--- src/rtl/bus_rr_arbiter.sv ---
// bus_rr_arbiter
// ----------------------------------------------------------------------------
// Round-robin owner arbitration for the single system-bus master port.
//
// The arbiter looks at `request` only while it is idle. It grants one master
// and then follows that master's transaction until it closes. Only after that
// does it arbitrate again. The search starts at a rotating priority pointer,
// so the master that was just served has the lowest priority next time.
//
// Ports
//   clock                 system clock, rising edge
//   reset                 asynchronous, active-high
//   request[N]            per-master request, held high until granted
//   begin_transaction_in  begin from the granted master
//   end_transaction_in    end from master or slave
//   error_in              bus error
//   granted[N]            one-hot, one-cycle grant pulse (registered)
//   active_master         index of the current owner, valid while bus_busy
//   bus_busy              high from the grant pulse until the transaction closes
//   end_transaction_out   one-cycle forced end on watchdog abort
//   timeout_error         one-cycle pulse on watchdog abort
//   dbg_state_o           FSM state (0 IDLE, 1 GRANT, 2 WAIT_BEGIN, 3 BUSY)
//   dbg_ptr_o             round-robin priority pointer
//
// Handshake: a master holds request[m] high until it sees granted[m] for one
// cycle. It then has BEGIN_WINDOW cycles to assert begin_transaction_in. The
// bus stays owned until end_transaction_in or error_in is sampled. Requests
// that arrive while the bus is owned, including one from the owner, wait for
// the next arbitration.
//
// Optional feature macro: BUS_ARB_TIMEOUT_EN adds a BUSY-state watchdog of
// TIMEOUT_CYCLES cycles. Without it, both abort outputs are tied low.
// ----------------------------------------------------------------------------
module bus_rr_arbiter #(
   parameter int NUM_MASTERS    = 4,
   parameter int BEGIN_WINDOW   = 4,
   parameter int TIMEOUT_CYCLES = 256
) (
   input  logic                           clock,
   input  logic                           reset,
   input  logic [NUM_MASTERS-1:0]         request,
   input  logic                           begin_transaction_in,
   input  logic                           end_transaction_in,
   input  logic                           error_in,
   output logic [NUM_MASTERS-1:0]         granted,
   output logic [$clog2(NUM_MASTERS)-1:0] active_master,
   output logic                           bus_busy,
   output logic                           end_transaction_out,
   output logic                           timeout_error,
   output logic [1:0]                     dbg_state_o,
   output logic [$clog2(NUM_MASTERS)-1:0] dbg_ptr_o
);

   localparam int IDX_W = $clog2(NUM_MASTERS);
   localparam int EXT_W = IDX_W + 1;
   localparam int BW_W  = $clog2(BEGIN_WINDOW + 1);
   localparam logic [EXT_W-1:0] N_EXT   = EXT_W'(NUM_MASTERS);
   localparam logic [BW_W-1:0]  BW_LAST = BW_W'(BEGIN_WINDOW - 1);

   // An out-of-range parameter set elaborates this empty marker block, which
   // makes a bad configuration easy to spot in the hierarchy.
   if (NUM_MASTERS < 2 || NUM_MASTERS > 8 || BEGIN_WINDOW < 1 ||
       TIMEOUT_CYCLES < 1) begin : g_bad_params
   end

   typedef enum logic [1:0] {
      S_IDLE       = 2'd0,
      S_GRANT      = 2'd1,
      S_WAIT_BEGIN = 2'd2,
      S_BUSY       = 2'd3
   } state_t;

   state_t                 state_q, state_d;
   logic [IDX_W-1:0]       ptr_q, ptr_d;
   logic [IDX_W-1:0]       owner_q, owner_d;
   logic [NUM_MASTERS-1:0] grant_q, grant_d;
   logic                   busy_q, busy_d;
   logic [BW_W-1:0]        bcnt_q, bcnt_d;

`ifdef BUS_ARB_TIMEOUT_EN
   localparam int WD_W = $clog2(TIMEOUT_CYCLES + 1);
   localparam logic [WD_W-1:0] WD_LAST = WD_W'(TIMEOUT_CYCLES - 1);
   logic [WD_W-1:0]        wd_q, wd_d;
   logic                   abort_q, abort_d;
`endif

   // Rotating search. The candidate index is formed one bit wider, so
   // ptr + i can be folded back below NUM_MASTERS without wrapping early.
   logic [EXT_W-1:0] cand;
   logic [EXT_W-1:0] next_ext;
   logic             pick_found;
   logic [IDX_W-1:0] pick_idx;
   logic [IDX_W-1:0] pick_next;

   always_comb begin
      pick_found = 1'b0;
      pick_idx   = '0;
      cand       = '0;
      for (int i = 0; i < NUM_MASTERS; i++) begin
         cand = {1'b0, ptr_q} + EXT_W'(i);
         if (cand >= N_EXT) cand = cand - N_EXT;
         if (!pick_found && request[cand[IDX_W-1:0]]) begin
            pick_found = 1'b1;
            pick_idx   = cand[IDX_W-1:0];
         end
      end
      next_ext = {1'b0, pick_idx} + EXT_W'(1);
      if (next_ext >= N_EXT) next_ext = '0;
      pick_next = next_ext[IDX_W-1:0];
   end

   // Both counters default to zero. Each one therefore clears whenever its
   // state is left and never counts past its limit.
   always_comb begin
      state_d = state_q;
      ptr_d   = ptr_q;
      owner_d = owner_q;
      grant_d = '0;
      busy_d  = busy_q;
      bcnt_d  = '0;
`ifdef BUS_ARB_TIMEOUT_EN
      wd_d    = '0;
      abort_d = 1'b0;
`endif
      case (state_q)
         S_IDLE: begin
            if (pick_found) begin
               grant_d = NUM_MASTERS'(1) << pick_idx;
               owner_d = pick_idx;
               ptr_d   = pick_next;
               busy_d  = 1'b1;
               state_d = S_GRANT;
            end
         end
         S_GRANT: begin
            state_d = S_WAIT_BEGIN;
         end
         S_WAIT_BEGIN: begin
            if (begin_transaction_in) begin
               state_d = S_BUSY;
            end else if (error_in || (bcnt_q == BW_LAST)) begin
               state_d = S_IDLE;
               busy_d  = 1'b0;
            end else begin
               bcnt_d = bcnt_q + BW_W'(1);
            end
         end
         S_BUSY: begin
            if (end_transaction_in || error_in) begin
               state_d = S_IDLE;
               busy_d  = 1'b0;
`ifdef BUS_ARB_TIMEOUT_EN
            end else if (begin_transaction_in) begin
               wd_d = '0;
            end else if (wd_q == WD_LAST) begin
               abort_d = 1'b1;
               state_d = S_IDLE;
               busy_d  = 1'b0;
            end else begin
               wd_d = wd_q + WD_W'(1);
`endif
            end
         end
         default: begin
            state_d = S_IDLE;
            busy_d  = 1'b0;
         end
      endcase
   end

   always_ff @(posedge clock or posedge reset) begin
      if (reset) begin
         state_q <= S_IDLE;
         ptr_q   <= '0;
         owner_q <= '0;
         grant_q <= '0;
         busy_q  <= 1'b0;
         bcnt_q  <= '0;
`ifdef BUS_ARB_TIMEOUT_EN
         wd_q    <= '0;
         abort_q <= 1'b0;
`endif
      end else begin
         state_q <= state_d;
         ptr_q   <= ptr_d;
         owner_q <= owner_d;
         grant_q <= grant_d;
         busy_q  <= busy_d;
         bcnt_q  <= bcnt_d;
`ifdef BUS_ARB_TIMEOUT_EN
         wd_q    <= wd_d;
         abort_q <= abort_d;
`endif
      end
   end

   assign granted       = grant_q;
   assign active_master = owner_q;
   assign bus_busy      = busy_q;
   assign dbg_state_o   = state_q;
   assign dbg_ptr_o     = ptr_q;
`ifdef BUS_ARB_TIMEOUT_EN
   assign end_transaction_out = abort_q;
   assign timeout_error       = abort_q;
`else
   assign end_transaction_out = 1'b0;
   assign timeout_error       = 1'b0;
`endif

endmodule

--- config.mk ---
export PLATFORM = sky130hd
export DESIGN_NAME = bus_rr_arbiter
export DESIGN_NICKNAME = d
export VERILOG_FILES = /design/src/rtl/bus_rr_arbiter.sv
export SDC_FILE = /design/constraint.sdc
export NUM_CORES = 1
export LEC_CHECK = 0
export CAP_MARGIN = 20
export CORE_MARGIN = 5
export CORE_UTILIZATION = 25
export DETAILED_ROUTE_END_ITERATION = 8
export PLACE_DENSITY = 0.58
export SLEW_MARGIN = 10
export SYNTH_ARGS = -nofsm -noshare
export SYNTH_HDL_FRONTEND = slang
export SYNTH_SLANG_ARGS = --single-unit
--- constraint.sdc ---
create_clock -name clock -period 2.1 [get_ports clock]
set_input_delay 0.42 -clock clock [delete_from_list [all_inputs] [get_ports clock]]
set_output_delay 0.42 -clock clock [all_outputs]
set_load 0.01 [all_outputs]
Word-level counts from Yosys, hierarchy flattened. Index checks and enable logic that the tools add are counted.

Flip-flop bits (word level): 14. Bits of input ports: 9. Output and inout port bits: 13. Word-level logic and storage cells: 83.

Add/subtract/negate cells: 9. Order comparisons: 9. Equality and inequality tests: 9. Shift-type cells: 1. Mux-type cells: 36. Reduce and logical (&&, ||, !) cells: 13.

Operators by type and width (number): 2-bit 2-to-1 mux (13); 3-bit greater-or-equal comparator (second input constant) (4); 2-bit by 3-bit < comparator with 1-bit output (second input constant) (4); 1-bit 2-to-1 mux (12); 3-bit 2-to-1 mux (3); 1-bit binary-select mux with 2-bit select (4); 4-bit 2-to-1 mux (2); 2-bit != test (second input constant) (4); 2-bit case mux with 4 select lines (1); 2-bit by 1-bit subtractor with 2-bit output (second input constant) (4); 2-bit by 1-bit adder with 3-bit output (second input constant) (2); 2-bit by 2-bit adder with 3-bit output (second input constant) (2); 5-bit AND reduction (1); 2-bit == test (second input constant) (2); 1-bit by 2-bit left shift with 4-bit output (first input constant) (1); 3-bit by 1-bit adder with 3-bit output (second input constant) (1); 3-bit by 2-bit == test with 1-bit output (second input constant) (1); 2-bit by 3-bit greater-or-equal comparator with 1-bit output (second input constant) (1); 1-bit logical AND (3); 1-bit logical NOT (3); 3-bit != test (second input constant) (1); 1-bit case mux with 3 select lines (1); 3-bit AND reduction (1); 3-bit nonzero test (1); 4 further kinds (5).

Longest topological paths before layout.
Depth after elaboration: 17. Depth in mapped cells: 6. Gate-level depth less buffers: 6.

Worst setup path before layout. OpenSTA, ideal clock, no wires.

Path kind: flip-flop to flip-flop. Start: register ptr_q[1], in the netlist dbg_ptr_o[1]. End: register ptr_q[1], in the netlist dbg_ptr_o[1]. Setup time: 125 ps. Arrival time: 1610 ps. Required time: 1975 ps. Path slack: 365 ps. Cell stages (with the launch flop): 6. Path buffers: 0. Clock period less this slack: 1735 ps. Path through: dfrtp_1 mux2i_1 nor2_1 a311oi_2 ha_1 mux2_4.

Word-level cells in the longest chain between the ends: 17. Elaborated cells on any way between the ends: 41. Classes of those cells: add/sub (8); order compare (5); mux (21); reduce/logical (7).

Ends and longest elaborated chain: start: declaration (line 74) `logic [IDX_W-1:0] ptr_q, ptr_d;`; start signal: assignment (line 185) `ptr_q <= ptr_d;`; branches (longest 13 deep; another with 2-bit by 1-bit adder with 3-bit output); 2-bit 2-to-1 mux * (line 102) `if (!pick_found && request[cand[IDX_W-1:0]]) begin`; net pick_idx[0] (line 92) `logic [IDX_W-1:0] pick_idx;`; 2-bit by 1-bit adder with 3-bit output * (line 107) `next_ext = {1'b0, pick_idx} + EXT_W'(1);`; 3-bit greater-or-equal comparator (line 108) `if (next_ext >= N_EXT) next_ext = '0;`; 2-bit 2-to-1 mux * (line 108); net next_ext[1] (line 90) `logic [EXT_W-1:0] next_ext;`.

Mark *: on every way through the listed nets, which the timed path passes. The select of a mux whose other input is x is not followed. A chain may end at the register's enable or synchronous reset.

Worst setup path after layout.
Start: input port request[0]. End: register ptr_q[1], in the netlist dbg_ptr_o[1].

Word-level cells in the longest chain between the ends: 15. Elaborated cells on any way between the ends: 26. Classes of those cells: add/sub (1); order compare (1); mux (17); reduce/logical (7).

Ends and longest elaborated chain: start: declaration (line 41) `input logic [NUM_MASTERS-1:0] request,`; 1-bit binary-select mux with 2-bit select (line 102); 1-bit 2-to-1 mux (implied by the code) (line 102); 1-bit 2-to-1 mux (line 102); 1-bit logical NOT (line 102); 1-bit logical AND (line 102); 1-bit 2-to-1 mux (line 102); 1-bit logical NOT (line 102); 1-bit logical AND (line 102); 1-bit 2-to-1 mux (line 102); 1-bit logical NOT (line 102); 1-bit logical AND (line 102); 2-bit 2-to-1 mux * (line 102); net pick_idx[0] (line 92); 2-bit by 1-bit adder with 3-bit output * (line 107); 3-bit greater-or-equal comparator (line 108); 2-bit 2-to-1 mux * (line 108); net next_ext[1] (line 90).

Mark *: on every way through the listed nets, which the timed path passes. The rest lies on a longest branch. The select of a mux whose other input is x is not followed.

==> impl_metrics.toml <==
[synthesis]
synth_cell_types = 26
synth.most_common_cell = "dfrtp_1"
synth.mux.area_fraction = 0.0797
synth_seq_cells = 14
synth_common_cells = "14 x dfrtp_1, 10 x ha_1, 8 x a21oi_1, 8 x inv_1, 7 x nor2_1"
synthTopCellsByArea = "dfrtp_1 42%, ha_1 15%, mux2_4 5.4%"
ys_seq_area_frac = 0.421
synth_compound_area_frac = 0.114
synth_edf_count = 0
synth_top_area_cell = "dfrtp_1"
synth_ff_type = "dfrtp_1"
synthCells = 76
synthArstFlopShare = 1.00
syn_area_per_cell_um2 = 10.9
yosys.area_share.xor_xnor = 0
synth_top_family_by_area = "simple AND/OR/NAND/NOR gates"
synth_warnings = 0
synth_top_cell_area_share = 0.421
synth-simple-area-share = 0.162
netlist_area_um2 = 832
post_synth_fa_ha_maj_area_fraction = 0.150

[layout]
num_antenna_cells = 0
fin_cells = 146
layout-drive-gt1-share = 0.190
nFillCells = 341
areaGrowthSynthToFinish_pct = 34.1
nets = 120

[sta]
fin_crit_ns = 1.90
fmax_mhz = 527
setup_viol = 0
report.final.slew_viol_count = 0
tns_ns = 0
hold_viol_final = 0
setup_slack_ns = 0.203
fin_worst_skew_ns = 0.00955
fin_crit_sh = 0.903
rsz0062_at_grt = "false"
worst_slew_pin_slew_ns = 0.549
relSlewSlack = 0.634

[power_and_ir_drop]
p_per_area_nw_per_um2 = 1210
p_leak_uw = 0.000514
p_comb_frac = 0.527
switching_power_uw = 480
seqPwrFrac = 0.330
power_uw = 1350
swShare = 0.355
p_int_uw = 874
ir_worst_vdd_mv = 0.391
clock_power_share = 0.143

[critical_path]
path_max_fanout = 5
worstSetupStartpointType = "input pin"
cp-endpoint = "dbg_ptr_o[1]"
r2r_slack_ns = 0.34
crit_path_end_kind = "flop"
r2r_cells = 5
criticalPathCategory = "in -> reg"
r2r-start = "dbg_ptr_o[1]"
cp-startpoint = "request[0]"
worstPathArrival_ns = 2.07
crit_required_ns = 2.27
r2r_end = "dbg_ptr_o[1]"

[clocking]
cts-hold-fix-buffers = 0
worstSkewPairLatency_ns = 0.28
cts_max_level = 1
clockBufferDepth = 2
cts_sinks = 14
post_cts_buffers = 0
cts_resized = 0
cts_tree = "built"
cts.clk_slew.worst_paths_ns = 0.09
cts_made_buffers = 3
cts_root_buf = "clkbuf_4"

[detailed_routing]
drt_pass1_iterations = 4
vias = 597
ant_nets = 0
first_iter_violations = 32
via_per_inst = 4.09
routed_wl_um = 1690
drt-wirelength-per-cell_um = 11.6
drcViolationCount = 0

[floorplan]
start_util = 0.253
die-area_um2 = 4580
core_area_um2 = 3280
die_x_um = 67.7
die_height_um = 67.7
rows = 21
num_io_pins = 22

[worst_hold_path]
worstHoldPathType = "reg -> reg"

[placed_design]
place_ws_ns = -0.0771
io_buffers = 19
dp_hpwl_um = 1340
dp_cells = 142
gp_congestion = 0.796

[global_route]
grt_first_pass_wirelength_um = 2880
grt_pass1_vias = 661
grt_overflow = 0
grt_max_degree = 15
track_usage = 0.0823
antenna_found_initial = 0

[job]
cap_violations = 0

[status]
outcome = "finished, final reports clean"
[kinds of logic (layout without fill, tap and decap cells)]
logic type / after synthesis / in the layout
compound gates: 14 / 14
fa+ha+maj: 10 / 10
buf+inv: 11 / 34
flops: 14 / 14
mux: 5 / 5
other cells: 1 / 2
simple gates: 21 / 21
[layout make-up]
cell class | count | area, µm² | share of cell area
Clock buffer | 4 | 36.3 | 0.0325
Inverter | 8 | 30.0 | 0.0269
Multi-Input combinational cell | 52 | 429 | 0.385
Sequential cell | 14 | 350 | 0.314
Tap cell | 46 | 57.6 | 0.0516
Timing Repair Buffer | 22 | 213 | 0.191
[registers in the layout, indices dropped and copies added (netlist names)]
| register | flops |
|---|---|
| active_master | 2 |
| bcnt_q | 3 |
| bus_busy | 1 |
| dbg_ptr_o | 2 |
| dbg_state_o | 2 |
| granted | 4 |
[layout by cell type, fill, tap and decap left out, drive strengths merged]
cell type      instances
and2                   5
a31oi                  1
buf                    3
nor3b                  1
nand2b                 2
nor2b                  1
o2bb2a                 1
nand2                  2
mux2i                  1
inv                    8
o21ai                  1
nor2                   7
clkdlybuf4s50         19
clkbuf                 4
a211oi                 1
nor4b                  1
a311oi                 1
ha                    10
nor4                   1
conb                   2
dfrtp                 14
a21oi                  8
or3                    1
mux2                   4
o22ai                  1
[metal layers]
metal,global-route usage,wire (µm)
met5,0,0
met4,0.0152,0
met3,0.0416,168
met2,0.136,792
met1,0.0957,733
[power groups by stage]
stage,registers [µW],clock network (µW),logic [µW]
after floorplan,479,0,403
after global placement,453,0,698
after detailed placement,451,0,717
after CTS,448,202,724
after global routing,463,217,797
final,447,194,714
[worst min-delay path by stage]
stage                          from                to  slack (ns)  cells past startpoint
after floorplan               reset  active_master[0]        0.31                      1
after CTS                 bcnt_q[0]         bcnt_q[0]        0.45                      1
after global routing      bcnt_q[0]         bcnt_q[0]        0.47                      1
final                     bcnt_q[0]         bcnt_q[0]        0.44                      1
after detailed placement  bcnt_q[0]         bcnt_q[0]        0.44                      1
after global placement    bcnt_q[0]         bcnt_q[0]        0.42                      1
[worst max-delay path, cell delays in order]
cell and delay [ns]:
clkdlybuf4s50_1 0.52, mux2i_1 0.19, nor2_1 0.06, a311oi_2 0.32, ha_1 0.29, mux2_4 0.26
[stage by stage]
stage               hold WS, ns  area [µm²]   util
finish                    0.441        1120  0.340
detailed placement        0.436        1080  0.329
floorplan                 0.309         836      -
CTS                       0.448        1120  0.340
global route              0.469        1120  0.340
global placement          0.421        1080  0.329
Note: power is estimated with default switching activity, not from simulation.
